--- src/rtl/alu_hilo_if.sv ---
// Request/response bundle of the HI/LO multiply-divide unit.
// Signal prefixes are from the unit's point of view.
interface alu_hilo_if #(
  parameter int WIDTH = 32
) ();
  logic             i_start;
  logic [3:0]       i_op;
  logic [WIDTH-1:0] i_a;
  logic [WIDTH-1:0] i_b;
  logic             o_busy;
  logic             o_done;
  logic [WIDTH-1:0] o_result;
  logic [WIDTH-1:0] o_hi;
  logic [WIDTH-1:0] o_lo;
  logic             o_div_by_zero;

  modport master (
    output i_start, i_op, i_a, i_b,
    input  o_busy, o_done, o_result, o_hi, o_lo, o_div_by_zero
  );

  modport slave (
    input  i_start, i_op, i_a, i_b,
    output o_busy, o_done, o_result, o_hi, o_lo, o_div_by_zero
  );
endinterface

--- src/rtl/alu_hilo.sv ---
// HI/LO multiply, multiply-accumulate and restoring-divide unit with move ops.
// Operands are latched at Start; HI/LO are written only in ACC, FIX or by moves.
module alu_hilo #(
  parameter int WIDTH      = 32,
  parameter int MUL_STAGES = 1
) (
  input logic       i_clk,
  input logic       i_rst_n,
  alu_hilo_if.slave bus
);
  localparam int CW = $clog2(WIDTH + 1) + 1;
  localparam int PW = 2 * WIDTH;

  typedef enum logic [2:0] {
    S_IDLE = 3'd0, S_MUL = 3'd1, S_ACC = 3'd2, S_DIV = 3'd3, S_FIX = 3'd4, S_FIN = 3'd5
  } state_t;

  state_t           r_state, w_state_nxt;
  logic [CW-1:0]    r_cnt;
  logic [2:0]       r_op;
  logic [WIDTH-1:0] r_a, r_b, r_hi, r_lo, r_result, r_rem, r_quo, r_dvs;
  logic [PW-1:0]    r_pipe [0:MUL_STAGES];
  logic             r_busy, r_done, r_dbz;
  logic             w_busy_nxt, w_done_nxt, w_dbz_nxt;
  logic             w_in_mul, w_in_div, w_signed, w_a_neg, w_b_neg;
  logic [PW-1:0]    w_ax, w_bx, w_prod, w_hilo, w_acc;
  logic [WIDTH:0]   w_shift, w_diff;
  logic [WIDTH-1:0] w_a_mag, w_b_mag, w_q_fix, w_r_fix;

  assign w_in_mul = (bus.i_op < 4'd6);
  assign w_in_div = (bus.i_op == 4'd6) || (bus.i_op == 4'd7);
  assign w_signed = ~r_op[0];
  assign w_a_neg  = w_signed & r_a[WIDTH-1];
  assign w_b_neg  = w_signed & r_b[WIDTH-1];

  // Sign-extending to 2*WIDTH makes one truncated multiply serve both signednesses.
  assign w_ax   = {{WIDTH{w_a_neg}}, r_a};
  assign w_bx   = {{WIDTH{w_b_neg}}, r_b};
  assign w_prod = w_ax * w_bx;
  assign w_hilo = {r_hi, r_lo};

  assign w_a_mag = w_a_neg ? ({WIDTH{1'b0}} - r_a) : r_a;
  assign w_b_mag = w_b_neg ? ({WIDTH{1'b0}} - r_b) : r_b;
  assign w_shift = {r_rem, r_quo[WIDTH-1]};
  assign w_diff  = w_shift - {1'b0, r_dvs};
  assign w_q_fix = (w_a_neg ^ w_b_neg) ? ({WIDTH{1'b0}} - r_quo) : r_quo;
  assign w_r_fix = w_a_neg ? ({WIDTH{1'b0}} - r_rem) : r_rem;

  // Accumulate selection for the MUL family
  always_comb begin
    case (r_op[2:1])
      2'b01:   w_acc = w_hilo + r_pipe[MUL_STAGES];
      2'b10:   w_acc = w_hilo - r_pipe[MUL_STAGES];
      default: w_acc = r_pipe[MUL_STAGES];
    endcase
  end

  // State register
  always_ff @(posedge i_clk) begin
    if (!i_rst_n) begin
      r_state <= S_IDLE;
    end else begin
      r_state <= w_state_nxt;
    end
  end

  // Next-state logic; DIV spends its first cycle forming magnitudes and checking B
  always_comb begin
    w_state_nxt = r_state;
    case (r_state)
      S_IDLE: begin
        if (bus.i_start && w_in_mul)      w_state_nxt = S_MUL;
        else if (bus.i_start && w_in_div) w_state_nxt = S_DIV;
        else                              w_state_nxt = S_IDLE;
      end
      S_MUL: begin
        if (r_cnt == CW'(MUL_STAGES)) w_state_nxt = S_ACC;
        else                          w_state_nxt = S_MUL;
      end
      S_ACC: w_state_nxt = S_FIN;
      S_DIV: begin
        if (r_cnt == {CW{1'b0}} && r_b == {WIDTH{1'b0}}) w_state_nxt = S_FIN;
        else if (r_cnt == CW'(WIDTH))                    w_state_nxt = S_FIX;
        else                                             w_state_nxt = S_DIV;
      end
      S_FIX:   w_state_nxt = S_FIN;
      S_FIN:   w_state_nxt = S_IDLE;
      default: w_state_nxt = S_IDLE;
    endcase
  end

  // Output logic: next values of the registered status outputs
  always_comb begin
    w_busy_nxt = 1'b0;
    w_done_nxt = 1'b0;
    w_dbz_nxt  = 1'b0;
    if (w_state_nxt == S_MUL || w_state_nxt == S_ACC || w_state_nxt == S_DIV || w_state_nxt == S_FIX) begin
      w_busy_nxt = 1'b1;
    end else begin
      w_busy_nxt = 1'b0;
    end
    if (w_state_nxt == S_FIN) begin
      w_done_nxt = 1'b1;
      w_dbz_nxt  = (r_state == S_DIV);
    end else begin
      w_done_nxt = (r_state == S_IDLE) && bus.i_start && (bus.i_op >= 4'd8);
      w_dbz_nxt  = 1'b0;
    end
  end

  // Status output registers and phase counter
  always_ff @(posedge i_clk) begin
    if (!i_rst_n) begin
      r_busy <= 1'b0;
      r_done <= 1'b0;
      r_dbz  <= 1'b0;
      r_cnt  <= {CW{1'b0}};
    end else begin
      r_busy <= w_busy_nxt;
      r_done <= w_done_nxt;
      r_dbz  <= w_dbz_nxt;
      if (w_state_nxt != r_state)                  r_cnt <= {CW{1'b0}};
      else if (r_state == S_MUL || r_state == S_DIV) r_cnt <= r_cnt + CW'(1);
      else                                         r_cnt <= r_cnt;
    end
  end

  // Multiply pipeline; free-running, sampled by ACC after MUL_STAGES+1 cycles
  always_ff @(posedge i_clk) begin
    if (!i_rst_n) begin
      for (int i = 0; i <= MUL_STAGES; i++) r_pipe[i] <= {PW{1'b0}};
    end else begin
      r_pipe[0] <= w_prod;
      for (int i = 1; i <= MUL_STAGES; i++) r_pipe[i] <= r_pipe[i-1];
    end
  end

  // Operand latch, HI/LO/Result and divider datapath
  always_ff @(posedge i_clk) begin
    if (!i_rst_n) begin
      r_op     <= 3'd0;
      r_a      <= {WIDTH{1'b0}};
      r_b      <= {WIDTH{1'b0}};
      r_hi     <= {WIDTH{1'b0}};
      r_lo     <= {WIDTH{1'b0}};
      r_result <= {WIDTH{1'b0}};
      r_rem    <= {WIDTH{1'b0}};
      r_quo    <= {WIDTH{1'b0}};
      r_dvs    <= {WIDTH{1'b0}};
    end else begin
      case (r_state)
        S_IDLE: begin
          if (bus.i_start && (w_in_mul || w_in_div)) begin
            r_op <= bus.i_op[2:0];
            r_a  <= bus.i_a;
            r_b  <= bus.i_b;
          end
          if (bus.i_start) begin
            case (bus.i_op)
              4'd8:    r_hi     <= bus.i_a;
              4'd9:    r_lo     <= bus.i_a;
              4'd10:   r_result <= r_hi;
              4'd11:   r_result <= r_lo;
              default: r_result <= r_result;
            endcase
          end
        end
        S_ACC: {r_hi, r_lo} <= w_acc;
        S_DIV: begin
          if (r_cnt == {CW{1'b0}}) begin
            r_rem <= {WIDTH{1'b0}};
            r_quo <= w_a_mag;
            r_dvs <= w_b_mag;
          end else if (!w_diff[WIDTH]) begin
            r_rem <= w_diff[WIDTH-1:0];
            r_quo <= {r_quo[WIDTH-2:0], 1'b1};
          end else begin
            r_rem <= w_shift[WIDTH-1:0];
            r_quo <= {r_quo[WIDTH-2:0], 1'b0};
          end
        end
        S_FIX: begin
          r_hi <= w_r_fix;
          r_lo <= w_q_fix;
        end
        default: r_result <= r_result;
      endcase
    end
  end

  assign bus.o_busy        = r_busy;
  assign bus.o_done        = r_done;
  assign bus.o_div_by_zero = r_dbz;
  assign bus.o_result      = r_result;
  assign bus.o_hi          = r_hi;
  assign bus.o_lo          = r_lo;
endmodule
--- src/flat_wrapper.sv ---
// flat-port wrapper written by rule: the top's interface ports become plain ports
module alu_hilo_flat 
#(
  parameter int WIDTH      = 32,
  parameter int MUL_STAGES = 1
)
  (i_clk, i_rst_n, bus_i_start, bus_i_op, bus_i_a, bus_i_b, bus_o_busy, bus_o_done, bus_o_result, bus_o_hi, bus_o_lo, bus_o_div_by_zero);
  alu_hilo_if #(.WIDTH(WIDTH)) bus_i ();
  input logic i_clk;
  input logic i_rst_n;
  input wire logic [$bits(bus_i.i_start)-1:0] bus_i_start;
  input wire logic [$bits(bus_i.i_op)-1:0] bus_i_op;
  input wire logic [$bits(bus_i.i_a)-1:0] bus_i_a;
  input wire logic [$bits(bus_i.i_b)-1:0] bus_i_b;
  output wire logic [$bits(bus_i.o_busy)-1:0] bus_o_busy;
  output wire logic [$bits(bus_i.o_done)-1:0] bus_o_done;
  output wire logic [$bits(bus_i.o_result)-1:0] bus_o_result;
  output wire logic [$bits(bus_i.o_hi)-1:0] bus_o_hi;
  output wire logic [$bits(bus_i.o_lo)-1:0] bus_o_lo;
  output wire logic [$bits(bus_i.o_div_by_zero)-1:0] bus_o_div_by_zero;
  assign bus_i.i_start = bus_i_start;
  assign bus_i.i_op = bus_i_op;
  assign bus_i.i_a = bus_i_a;
  assign bus_i.i_b = bus_i_b;
  assign bus_o_busy = bus_i.o_busy;
  assign bus_o_done = bus_i.o_done;
  assign bus_o_result = bus_i.o_result;
  assign bus_o_hi = bus_i.o_hi;
  assign bus_o_lo = bus_i.o_lo;
  assign bus_o_div_by_zero = bus_i.o_div_by_zero;
  alu_hilo #(.WIDTH(WIDTH), .MUL_STAGES(MUL_STAGES)) u_core (.i_clk(i_clk), .i_rst_n(i_rst_n), .bus(bus_i));
endmodule
--- config.mk ---
export PLATFORM = sky130hd
export DESIGN_NAME = alu_hilo_flat
export DESIGN_NICKNAME = d
export VERILOG_FILES = /design/src/rtl/alu_hilo_if.sv /design/src/rtl/alu_hilo.sv /design/src/flat_wrapper.sv
export SDC_FILE = /design/constraint.sdc
export NUM_CORES = 2
export LEC_CHECK = 0
export ABC_AREA = 1
export CAP_MARGIN = 30
export CORE_MARGIN = 2
export CORE_UTILIZATION = 65
export CTS_CLUSTER_SIZE = 16
export DETAILED_ROUTE_END_ITERATION = 10
export PLACE_DENSITY = 0.81
export SETUP_SLACK_MARGIN = 0.1
export SLEW_MARGIN = 5
export SYNTH_ARGS = -nofsm -noshare
export SYNTH_HDL_FRONTEND = slang
export SYNTH_SLANG_ARGS = --single-unit
--- constraint.sdc ---
create_clock -name i_clk -period 10.3 [get_ports i_clk]
set_input_delay 2.06 -clock i_clk [delete_from_list [all_inputs] [get_ports i_clk]]
set_output_delay 2.06 -clock i_clk [all_outputs]
set_load 0.005 [all_outputs]
==> out/qor.yml <==
setup_path:
  critical_path_required_ns: 10.81
  path_class: "flop to flop"
  critical_path.max_fanout: 14
  crit_path_start_kind: "flop"
  critical_path.endpoint_type: "flop"
  worstPathArrival_ns: 9.11
  rr_worst_depth: 26
  r2r_start: "u_core.r_b[0]$_SDFFE_PN0P_"
  ff2ff_setup_slack_ns: 1.71
  reg2reg_to: "u_core.r_pipe[0][48]$_SDFF_PN0_"
worst_hold_path:
  hp-class: "flop to flop"
  hp-start: "u_core.r_pipe[0][6]$_SDFF_PN0_"
  min_to: "u_core.r_pipe[0][70]$_SDFF_PN0_"
  min_path_cells: 2
cts:
  cts_buffer_depth: 3
  cts_sinks: 400
  cts_max_level: 2
  clkTransAtPathRegs_ns: 0.07
  cts_made_buffers: 49
  clk_latency_ns: 0.70
  cts-root-buf: "clkbuf_16"
  post_cts_resized: 0
  ctsHoldBuffers: 0
  cts_setup_buffers: 0
  cts_tree: "yes"
outcome:
  violations: "DRC"
  status: "finished with violations"
cells_and_area:
  area_growth_pct: 6.49
  nNetsFinal: 11100
  drive_above_1_share: 0.0323
  final_cell_area_mm2: 0.0723
routing:
  dr.pass1.iters: 11
  ant_nets: 0
  routed_wl_um: 269000
  dr_wl_met3_um: 38800
  viasPerCell: 6.12
  dr_wl_met2_um: 112000
  routed.top_layer: "met5"
  drtIter0Drc: 9382
  wl_per_cell_um: 24.5
  drcViolationCount: 2
  vias: 67400
  met1Wirelength_um: 90800
die:
  coreArea_mm2: 0.104
  fp.dieW_um: 327
  fp-row-count: 118
  design.portCount: 170
  dieArea_mm2: 0.107
  start_util: 0.655
  fp.dieH_um: 327
synthesis:
  synth_area_per_cell_um2: 7.02
  yosys.cell_count.top_type: "nand2_1"
  synth_top_cell_by_area: "fa_1"
  synthesis.nets: 11200
  synth_area_leaders: "fa_1 (33%), nand2_1 (14%), inv_1 (13%)"
  yosys-top-cells-count: "nand2_1 (2,462), inv_1 (2,281), fa_1 (1,127), nor2_1 (678), a21oi_1 (529)"
  ys_seq_area_frac: 0.118
  ys.flop_type: "dfxtp_1"
  postSynthCellCount: 9667
  synthesis.area_mm2: 0.0679
  synth_edf_count: 0
  yosys_warnings: 0
  synth_cell_types: 54
  synth_seq_cells: 400
  synth_top_area_frac: 0.332
  synth_async_sr_flop_share: 0
sta:
  rsz0062_at_grt: "no"
  final.setup_skew_ns: 0.0852
  worst_slew_pin_slew_ns: 1.15
  min_period_over_period: 0.834
  period_minus_slack_ns: 8.59
  tns_ns: 0
  timing.final.ws_setup_ns: 1.71
  hold_viol_final: 0
  slew_viol_final: 0
  finalSetupViolations: 0
  slew_headroom: 0.230
  fmax_ghz: 0.116
power_and_ir_drop:
  irDropWorstVdd_uv: 139
  power_density_mw_per_mm2: 147
  leakage_uw: 0.0384
global_routing:
  grt_first_pass_wirelength_um: 403000
  grt_overflow: 0
  antenna_found_initial: 12
  grt_max_degree: 191
  grt_pass1_vias: 69400
  grtUsageTotal: 0.502
placement:
  io_buffers: 169
  dp_hpwl_um: 211000
  pre_cts_ws_ns: 1.87
  placed_area_mm2: 0.0705
  place.gp.congestion: 1.08
flow_run:
  maxCapViolations: 0
cells by family (layout without fill, tap and decap cells):
logic type | after synthesis | in the layout | synth area share
XOR/XNOR | 149 | 149 | 0.0192
AND/OR/NAND/NOR | 3746 | 3746 | 0.224
other | 0 | 6 | 0
buffers and inverters | 2747 | 2691 | 0.154
AO/OA/AOI/OAI | 1182 | 1182 | 0.0943
flip-flops | 400 | 400 | 0.118
adder cells (fa/ha/maj) | 1443 | 1443 | 0.390
through the flow:
| stage | std cells | total power [uW] | hold slack, ns | utilization |
|---|---|---|---|---|
| after floorplan | 9667 | 6130 | 0.390 | - |
| after global placement | 10900 | 8290 | 0.394 | 0.680 |
| after detailed placement | 10900 | 8470 | 0.399 | 0.680 |
| after CTS | 11000 | 10300 | 0.391 | 0.697 |
| after global routing | 11000 | 11300 | 0.413 | 0.698 |
| final | 11000 | 10700 | 0.378 | 0.698 |
layout make-up:
type | instances | area (um2)
multi-input cells | 6520 | 49500
fillers | 8243 | 31300
inverters | 2315 | 8690
flip-flops and latches | 400 | 8010
repair buffers | 287 | 2720
well taps | 1380 | 1730
clock buffers | 60 | 1330
clock inverters | 29 | 348
diodes | 6 | 15.0
placed cells by master (no fill, tap or decap), types with 12 or more instances in the layout:
cell type           n
o21ai_0           406
nand3_1           340
nor4_1             12
a31oi_1            85
o21bai_1           30
o211ai_1           21
buf_4             109
nor3_1             74
a41oi_1            12
dfxtp_1           398
nand2_1          2461
inv_2              33
o21ai_1            20
nor2_1            676
ha_1              315
o21a_1             23
xor2_1            116
xnor2_1            33
nand4_1           101
o22ai_1            15
a21oi_1           529
fa_1             1127
clkbuf_16          51
inv_1            2281
nor2_2             13
clkdlybuf4s50_1   168
sequential cells by signal, summed over array words and instances, names as in the netlist:
signal and count:
u_core.bus.o_div_by_zero 1, u_core.r_pipe 128, u_core.r_b 32, u_core.bus.o_busy 1, u_core.bus.o_hi 32, u_core.r_state 3, u_core.r_op 3, u_core.r_dvs 32
u_core.bus.o_lo 32, u_core.r_quo 32, u_core.bus.o_done 1, u_core.r_rem 32, u_core.r_a 32, u_core.r_cnt 7, u_core.bus.o_result 32
power breakdown:
part / switching [uW] / leakage [uW] / internal (uW)
sequential: 218 / 0.00326 / 1730
combinational: 4700 / 0.0344 / 2140
clock: 834 / 0.000815 / 1040
total: 5750 / 0.0384 / 4910
per-layer routing:
metal / GRT usage / vias up
met5: 0.00355 / -
met4: 0.386 / 16
met3: 0.160 / 1917
met2: 0.748 / 5482
met1: 0.607 / 31300
li1: - / 28600
how the worst max path moves through the flow:
stage                           startpoint                         endpoint  slack, ns
6_report        u_core.r_b[0]$_SDFFE_PN0P_  u_core.r_pipe[0][48]$_SDFF_PN0_       1.71
5_1_grt        u_core.r_op[0]$_SDFFE_PN0P_  u_core.r_pipe[0][59]$_SDFF_PN0_       1.41
4_1_cts        u_core.r_op[0]$_SDFFE_PN0P_  u_core.r_pipe[0][59]$_SDFF_PN0_       1.85
3_5_place_dp   u_core.r_op[0]$_SDFFE_PN0P_  u_core.r_pipe[0][59]$_SDFF_PN0_       1.87
3_3_place_gp   u_core.r_op[0]$_SDFFE_PN0P_  u_core.r_pipe[0][59]$_SDFF_PN0_       2.10
2_1_floorplan  u_core.r_a[31]$_SDFFE_PN0P_  u_core.r_pipe[0][62]$_SDFF_PN0_       3.03
worst max-delay path, stage by stage, from the launching register on:
cell and delay (ns):
dfxtp_1 0.83, nand2_1 0.21, nor2_1 0.33, fa_1 0.56
fa_1 0.63, fa_1 0.53, inv_1 0.44, fa_1 0.53
inv_1 0.09, fa_1 0.45, fa_1 0.52, fa_1 0.49
inv_1 0.05, fa_1 0.54, inv_1 0.14, ha_1 0.40
nand2_1 0.11, nor2_1 0.17, inv_1 0.08, nor2_1 0.15
inv_1 0.13, nor3_1 0.39, o21ai_0 0.23, nand3_1 0.20
nand2_1 0.08, nand2_1 0.06, nor2_1 0.06
Power figures use the tool's default switching activity.
